$ cat src/rtl/bp_stream_arbiter.sv
// Locking round-robin arbiter that merges several multi-beat streaming requesters
// onto one stream port; a message keeps the port from its first beat through its last.
module bp_stream_arbiter #(
    parameter int num_req_p      = 2,
    parameter int header_width_p = 64,
    parameter int data_width_p   = 64,
    parameter int max_beats_p    = 8
) (
    input  logic                                 clk_i,
    input  logic                                 reset_i,
    input  logic [num_req_p*header_width_p-1:0]  req_header_i,
    input  logic [num_req_p*data_width_p-1:0]    req_data_i,
    input  logic [num_req_p-1:0]                 req_v_i,
    input  logic [num_req_p-1:0]                 req_last_i,
    output logic [num_req_p-1:0]                 req_ready_and_o,
    output logic [header_width_p-1:0]            mem_header_o,
    output logic [data_width_p-1:0]              mem_data_o,
    output logic                                 mem_v_o,
    output logic                                 mem_last_o,
    input  logic                                 mem_ready_and_i,
    output logic [num_req_p-1:0]                 grant_o,
    output logic                                 error_o
);

    localparam int PTR_W = (num_req_p > 1) ? $clog2(num_req_p) : 1;
    localparam int CNT_W = $clog2(max_beats_p + 1);

    localparam logic [0:0] IDLE   = 1'b0;
    localparam logic [0:0] LOCKED = 1'b1;

    localparam logic [PTR_W-1:0] LAST_ID = PTR_W'(num_req_p - 1);
    localparam logic [CNT_W-1:0] CNT_MAX = CNT_W'(max_beats_p);
    localparam logic [CNT_W-1:0] CNT_ERR = CNT_W'(max_beats_p - 1);

    logic [0:0]       state_q, state_d;
    logic [PTR_W-1:0] ptr_q, ptr_d;
    logic [PTR_W-1:0] lock_q, lock_d;
    logic [CNT_W-1:0] cnt_q, cnt_d;
    logic             error_q, error_d;

    logic             win_v;
    logic [PTR_W-1:0] win_id;
    logic [PTR_W-1:0] cand;
    logic             accept;

    // Descending scan so the candidate closest to ptr_q is the last one written.
    always_comb begin
        win_v  = 1'b0;
        win_id = '0;
        cand   = '0;
        if (state_q == LOCKED) begin
            win_id = lock_q;
            win_v  = req_v_i[lock_q];
        end else begin
            for (int i = num_req_p - 1; i >= 0; i--) begin
                cand = PTR_W'((int'(ptr_q) + i) % num_req_p);
                if (req_v_i[cand]) begin
                    win_v  = 1'b1;
                    win_id = cand;
                end
            end
        end
    end

    always_comb begin
        grant_o         = '0;
        req_ready_and_o = '0;
        mem_v_o         = win_v;
        mem_header_o    = req_header_i[int'(win_id)*header_width_p +: header_width_p];
        mem_data_o      = req_data_i[int'(win_id)*data_width_p +: data_width_p];
        mem_last_o      = win_v & req_last_i[win_id];
        if (win_v) begin
            grant_o[win_id]         = 1'b1;
            // Gating with reset_i keeps requesters from seeing a handshake during reset.
            req_ready_and_o[win_id] = mem_ready_and_i & reset_i;
        end
    end

    assign accept  = win_v & mem_ready_and_i;
    assign error_o = error_q;

    always_comb begin
        state_d = state_q;
        ptr_d   = ptr_q;
        lock_d  = lock_q;
        cnt_d   = cnt_q;
        error_d = error_q;
        if (accept) begin
            if (mem_last_o) begin
                state_d = IDLE;
                ptr_d   = (win_id == LAST_ID) ? '0 : win_id + 1'b1;
                cnt_d   = '0;
            end else begin
                state_d = LOCKED;
                lock_d  = win_id;
                if (cnt_q == CNT_ERR) begin
                    error_d = 1'b1;
                end
                if (cnt_q != CNT_MAX) begin
                    cnt_d = cnt_q + 1'b1;
                end
            end
        end
    end

    always_ff @(posedge clk_i or negedge reset_i) begin
        if (!reset_i) begin
            state_q <= IDLE;
            ptr_q   <= '0;
            lock_q  <= '0;
            cnt_q   <= '0;
            error_q <= 1'b0;
        end else begin
            state_q <= state_d;
            ptr_q   <= ptr_d;
            lock_q  <= lock_d;
            cnt_q   <= cnt_d;
            error_q <= error_d;
        end
    end

endmodule

$ cat config.mk
export PLATFORM = sky130hd
export DESIGN_NAME = bp_stream_arbiter
export DESIGN_NICKNAME = d
export VERILOG_FILES = /design/src/rtl/bp_stream_arbiter.sv
export SDC_FILE = /design/constraint.sdc
export NUM_CORES = 1
export LEC_CHECK = 0
export BUFFER_PORTS_ARGS = -buffer_cell sky130_fd_sc_hd__buf_2
export CAP_MARGIN = 20
export CELL_PAD_IN_SITES_DETAIL_PLACEMENT = 1
export CELL_PAD_IN_SITES_GLOBAL_PLACEMENT = 1
export CORE_AREA = 2 2 156 158
export DETAILED_ROUTE_END_ITERATION = 7
export DIE_AREA = 0 0 158 160
export PLACE_DENSITY_LB_ADDON = 0.1
export SETUP_SLACK_MARGIN = 0.4
export SYNTH_ARGS = -nofsm -noshare
export SYNTH_HDL_FRONTEND = slang
export SYNTH_SLANG_ARGS = --single-unit
$ cat constraint.sdc
create_clock -name clk_i -period 1.95 [get_ports clk_i]
set_clock_uncertainty 0.1 [all_clocks]
set_input_delay 0.2925 -clock clk_i [delete_from_list [all_inputs] [get_ports clk_i]]
set_output_delay 0.2925 -clock clk_i [all_outputs]
set_load 0.005 [all_outputs]
==> run summary, run 1 <==
Worst min path class -> in -> reg
Worst-margin pin slew -> 430 ps
First-pass GRT wire length -> 25700 µm
Vias in the first global route -> 4464
DRT iter0 DRCs -> 100
CTS Buf Count -> 3
Die width -> 158 µm
Vias/cell -> 3.72
Max Transition Viols Final -> 0
Min cycle time layout -> 2100 ps
Rel. slew slack -> 71.2%
WHS -> 247 ps
Port Buffer Count -> 397
Clk_lat worst skew -> 230 ps
CTS root buf -> clkbuf_16
Nets -> 1169
Clock Tree Buf Depth -> 2
Sequential Area -> 201 µm²
Initial Util -> 8.93%
CP Class -> reg -> out
Count of final setup violators -> 131
Worst-path clk slew -> 40 ps
Share of the synthesized area in the top cell type -> 68.4%
P per Cell Area -> 633 nW/µm²
Fill cells -> 3124
Fraction of registers with async set/reset -> 100%
Mapped cell area -> 2130 µm²
Clock Sinks -> 8
Setup crit end kind -> output port
WL final -> 19700 µm
Final hold vios -> 0
Number of synthesized flops with an enable pin -> 0
Largest net degree at the start of global routing -> 29
Leakage power -> 3.63 nW
Area Growth Syn to Fin -> 184%
Final worst-path cycle share -> 108%
Core box area -> 23800 µm²
Outcome -> finished with violations
Post-layout util -> 25.4%
Rows -> 57
Register area share after synthesis -> 9.41%
Final GP Congestion -> 0.733
Area of the multi-input gates -> 2240 µm²
Flops & latches, synth -> 8
Placed Instance Area -> 4730 µm²
Maximum fanout along the worst path -> 7
Top cell type by total area after synthesis -> nand2_1
Syn Area/Cell -> 4.51 µm²
CP Launch Type -> flop
CP most frequent cell -> nand2_1
VDD IR max -> 0.000346 V
Top delay family on crit path -> buffers and inverters
H-tree levels -> 1
Yosys cell types -> 27
DR pass1 iterations -> 4
Worst Path Buf+Inv -> 3
Die Span Y -> 160 µm
I/O pin total -> 398
Crit-path cells -> nand2b_4 -> o21a_4 -> buf_12 -> clkbuf_16 -> nand2_1 -> nand2_1 -> buf_2
Syn_nets -> 737
CTS tree -> built
Share of layout cells above drive strength 1 -> 67.5%
CP Data Required Time -> 1560 ps
Main flop type after synthesis -> dfrtp_1
DRC viols -> 0
Yosys warns -> 0
Post-synthesis cell count -> 472
Overflow after GRT -> 0
Post-Layout Inst Area -> 6050 µm²
Full die area -> 25300 µm²
Vias -> 4563
Total GRT Usage -> 13.2%
Worst Slack Setup Final -> -147 ps
Placed insts -> 1192
Largest cells by area after synthesis -> nand2_1 68%, dfrtp_1 9.4%, buf_2 4.2%, buf_4 3.2%, nor2_1 1.2%
FMAX -> 477 MHz
Max-cap violations -> 0
Initial antenna violation count -> 4
CP max stage delay -> 430 ps
Routed WL per cell -> 16.0 µm
Worst-path cell with the longest stage delay -> dfrtp_2
Failing checks -> negative setup slack
Worst Path Arrival -> 1700 ps
HPWL after DPL -> 15300 µm
RSZ-0062 raised after global routing -> yes
Post-route ant nets -> 0
Final cell count without fillers -> 1228
Placement Setup Slack -> 104 ps
## synthesized netlist by cell type (all sizes together) (2+ instances only)
library cell and n:
nand3 4, nand3b 2, mux2i 2, nand2 388, inv 5, clkbuf 3
o21ai 4, and3 3, o21a 2, buf 27, nand2b 2, nor2 7
a21oi 4, ha 2, dfrtp 8
## report_power, final
| part | internal [mW] | leakage, nW | switching [mW] |
|---|---|---|---|
| clock | 0.265 | 0.0370 | 0.0887 |
| combinational | 1.70 | 3.50 | 1.51 |
| sequential | 0.214 | 0.101 | 0.0453 |
| total | 2.18 | 3.63 | 1.65 |
## area by class of cell
type	instances	area share, %
Multi-Input combinational cell	429	37.1
Inverter	5	0.310
Clock buffer	3	1.24
Timing Repair Buffer	457	51.2
Antenna cell	2	0.0828
Sequential cell	8	3.33
Tap cell	324	6.70
## timing repair
item | CTS | global route
gates resized for setup | 54 | 157
endpoints found under the setup margin | 140 | 141
setup buffers | 9 | 4
hold buffers | 1 | 0
pin swaps | 16 | 94
cloned | 4 | 13
hold endpoints to repair | 8 | 0
## layer usage
layer | global-route usage [%] | up-vias | wire length [µm]
li1 | - | 2292 | -
met1 | 13.7 | 2039 | 7280
met2 | 26.2 | 216 | 10500
met3 | 3.66 | 12 | 1700
met4 | 1.68 | 4 | 135
met5 | 0 | - | 26
## worst reg2reg max path, stage by stage, from the launching register on
cell and delay [ps]:
dfrtp_1 330, and2b_2 240, o21ai_4 210, buf_8 190, buf_4 140, mux2_4 330
o21a_1 210, mux2i_1 130
## final timing paths
kind | slack, ps | startpoint | to | depth (start not counted)
setup / recovery | -150 | state_q | mem_header_o[20] | 7
hold reg to reg | 380 | error_o | error_o | 1
hold / removal | 250 | req_last_i[1] | ptr_q | 2
max in group asynchronous | 930 | reset_i | state_q | 2
setup reg to reg | 0 | ptr_q | cnt_q[0] | 7
min in group asynchronous | 500 | reset_i | cnt_q[0] | 2
## metrics by stage
| step | setup TNS (ps) | power [mW] |
|---|---|---|
| after floorplan | 0 | 1.33 |
| final | -13590 | 3.83 |
| after detailed placement | 0 | 2.56 |
| after global placement | 0 | 2.58 |
| after global routing | -25070 | 4.18 |
| after CTS | -11040 | 3.24 |
## kinds of logic (layout without fill, tap and decap cells)
group / count (synthesis) / in the layout / synth area share, %
and+or+nand+nor: 408 / 408 / 73.5
buffers and inverters: 35 / 465 / 8.82
AOI/OAI and AO/OA: 16 / 16 / 5.47
DFF: 8 / 8 / 9.41
muxes: 3 / 3 / 1.65
adders and majority gates: 2 / 2 / 1.18
other: 0 / 2 / 0
## cells in the final DEF (no fill, tap or decap), drive strengths merged, types with 2 or more instances in the layout
master,count
o21ai,4
a21oi,4
nand3b,2
diode,2
nand3,4
ha,2
clkbuf,14
mux2i,2
nor2,7
inv,5
nand2b,2
and3,3
o21a,2
dfrtp,8
buf,445
nand2,388
## flip-flops by register name, summed over array words and instances (netlist names)
name and count:
cnt_q 4, error_o 1, lock_q 1, ptr_q 1, state_q 1
Note: power is estimated with default switching activity, not from simulation.
==> run 2: changes to the inputs <==
--- a/config.mk
+++ b/config.mk
@@ -5,13 +5,14 @@
 export SDC_FILE = /design/constraint.sdc
 export NUM_CORES = 1
 export LEC_CHECK = 0
+export ABC_AREA = 1
 export BUFFER_PORTS_ARGS = -buffer_cell sky130_fd_sc_hd__buf_2
 export CAP_MARGIN = 20
 export CELL_PAD_IN_SITES_DETAIL_PLACEMENT = 1
 export CELL_PAD_IN_SITES_GLOBAL_PLACEMENT = 1
-export CORE_AREA = 2 2 156 158
+export CORE_AREA = 2 2 154 156
 export DETAILED_ROUTE_END_ITERATION = 7
-export DIE_AREA = 0 0 158 160
+export DIE_AREA = 0 0 156 158
 export PLACE_DENSITY_LB_ADDON = 0.1
 export SETUP_SLACK_MARGIN = 0.4
 export SYNTH_ARGS = -nofsm -noshare
==> run 2 against run 1 <==
Net effect: the flow still finishes with violations (negative setup slack); register-to-register slack gained 280 ps; combinational power grew 100%; largest power group unchanged; utilization shrank 1.2 points; worst hold slack gained 89 ps; critical endpoint is now req_ready_and_o[1]; sequential share of layout area grew 0.29 points; maximum frequency grew 3.7%; wire length shrank 4.0%; die area shrank 2.5%; first-iteration DRC count grew 24%; synthesized cell count grew 3.2%; non-clock buffer count shrank 16.
==> run summary, run 2 <==
Share of the synthesized area in the top cell type -> 69.4%
First-pass GRT wire length -> 23800 µm
Area Growth Syn to Fin -> 153%
Worst-margin pin slew -> 417 ps
Compound-Gate Fraction of Synth Area -> 1.08%
Count of final setup violators -> 83
Worst min path class -> in -> reg
Fill cells -> 3043
Leakage power -> 3.58 nW
Min cycle time layout -> 2020 ps
Max FFs per register -> 4
Number of synthesized flops with an enable pin -> 0
DRC viols -> 0
Final worst-path cycle share -> 104%
Clk_lat worst skew -> 230 ps
Final GP Congestion -> 0.700
Placed insts -> 1158
Mapped cell area -> 2200 µm²
Rows -> 56
Maximum fanout along the worst path -> 7
Path depth of the worst reg2reg path -> 10
Commonest non-fill, non-tap cells in the layout -> 390 x buf_2, 344 x nand2_1, 51 x nand2_2
Clock Sinks -> 8
Rel. slew slack -> 72.1%
Total GRT Usage -> 12.4%
Vias -> 4441
Register area share after synthesis -> 9.12%
Post-route ant nets -> 0
Fraction of registers with async set/reset -> 100%
Main flop type after synthesis -> dfrtp_1
Post-synth top cells -> 406 x nand2_1, 15 x inv_1, 12 x buf_6
Setup crit end kind -> output port
Final hold vios -> 0
Sequential Area -> 201 µm²
Largest net degree at the start of global routing -> 41
Top-count cell post-synth -> nand2_1
Nets -> 1171
Overflow after GRT -> 0
Vias/cell -> 3.72
Biggest register -> cnt_q
CTS root buf -> clkbuf_16
HPWL after DPL -> 13700 µm
Largest family of logic cells by synthesized area -> simple AND/OR/NAND/NOR gates
Failing checks -> negative setup slack
Post-synthesis simple-gate area fraction -> 74.8%
FMAX -> 494 MHz
Syn_nets -> 752
Max-cap violations -> 0
Synth Area in Adders -> 1.14%
Die width -> 156 µm
Share of layout cells above drive strength 1 -> 57.5%
Largest cells by area after synthesis -> nand2_1 69%, dfrtp_1 9.1%, buf_6 6.2%, buf_4 3.4%, inv_1 2.6%
Worst Path Arrival -> 1630 ps
CP Data Required Time -> 1560 ps
Top cell type by total area after synthesis -> nand2_1
Xor/xnor share of the synthesized area -> 0.399%
Yosys warns -> 0
Max Transition Viols Final -> 0
Initial antenna violation count -> 0
Worst Slack Setup Final -> -73.2 ps
Vias in the first global route -> 4334
CP Launch Type -> flop
Mux share of post-synthesis cell area -> 0%
Clock Tree Buf Depth -> 2
Worst-path clk slew -> 40 ps
P per Cell Area -> 1300 nW/µm²
DRT iter0 DRCs -> 124
Routed WL per cell -> 15.8 µm
I/O pin total -> 398
Die Span Y -> 158 µm
Initial Util -> 9.53%
Area of the multi-input gates -> 2000 µm²
Post-synthesis cell count -> 487
Syn Area/Cell -> 4.51 µm²
CP Class -> reg -> out
Post-layout util -> 24.1%
Flops & latches, synth -> 8
Core box area -> 23100 µm²
Commonest non-fill, non-tap cell in the layout -> buf_2
Port Buffer Count -> 397
Worst hold stages -> 4
DR pass1 iterations -> 4
CTS Buf Count -> 3
Final cell count without fillers -> 1195
Full die area -> 24600 µm²
CTS tree -> built
Yosys cell types -> 20
Outcome -> finished with violations
H-tree levels -> 1
VDD IR max -> 0.000428 V
RSZ-0062 raised after global routing -> yes
WL final -> 18900 µm
run 2: cell types whose count changed in the layout (fill, tap and decap cells not counted), moves of 3 or more:
cell,change
clkbuf_16,-3
buf_6,-9
buf_4,-7
nand2_1,+89
nand2_4,-9
nand2_2,-62
buf_16,+4
nand2_8,+3
buf_2,+8
buf_12,-8
inv_1,+9
nand3_1,+4
run 2: area by class of cell:
cell class	count	area share, %
inverters	16	1.37
flip-flops and latches	8	3.62
diodes	1	0.0450
clock buffers	3	1.35
multi-input cells	436	36.0
repair buffers	441	51.1
well taps	290	6.52
run 2: report_power, final:
part           total [mW]  switching [mW]  leakage, nW  internal [mW]
sequential          0.310          0.0794        0.104          0.231
combinational        6.57            3.33         3.44           3.24
clock               0.345          0.0804       0.0370          0.264
run 2: per-stage QoR:
step           TNS [ps]  setup WS [ps]  area, µm²  total power [mW]  hold slack [ps]
6_report          -2530          -73.2       5570              7.23              336
5_1_grt          -10900           -128       5560              7.96              373
4_1_cts           -5420          -78.0       4870              5.97              325
3_5_place_dp          0           92.0       4480              4.79             63.7
3_3_place_gp          0           84.8       4480              4.85             71.8
2_1_floorplan         0            451       2200              2.70             -103
run 2: repair_timing:
action                     4_1_cts  5_1_grt
hold buffers                     1        0
setup buffers                    7        8
pin swaps                        2       36
setup endpoints to repair      142      142
hold endpoints to repair         8        0
gates cloned                     6       11
gates resized for setup         23      104
run 2: cells by family (layout without fill, tap and decap cells):
group                      count (synthesis)  after routing
other                                      0              1
xor gates and xnor gates                   1              1
adders and majority gates                  2              2
and+or+nand+nor                          429            430
AOI/OAI and AO/OA                          3              3
buffers and inverters                     44            460
DFF                                        8              8
run 2: critical path: stages, from the launching register on:
cell     delay [ps]
dfrtp_2         450
nor2_4          120
nand2_4          90
buf_12          140
nand2_8          80
buf_4           120
buf_8           120
nand2_2          50
nor2_1           90
buf_2           130
run 2: layer usage:
layer | share of wire (%) | global-route usage, % | vias to the layer above
met1 | 37 | 13.1 | 1930
met4 | 0.25 | 1.53 | 0
met5 | 0 | 0 | -
met2 | 55 | 25.5 | 220
li1 | - | - | 2289
met3 | 8.0 | 2.74 | 2
run 2: path summary, 6_finish.rpt:
kind,slack (ps),start,to
max,-70,state_q,req_ready_and_o[1]
min in group asynchronous,430,reset_i,ptr_q
min,340,mem_ready_and_i,state_q
max reg2reg,280,state_q,error_o
min reg2reg,370,error_o,error_o
max in group asynchronous,1000,reset_i,state_q
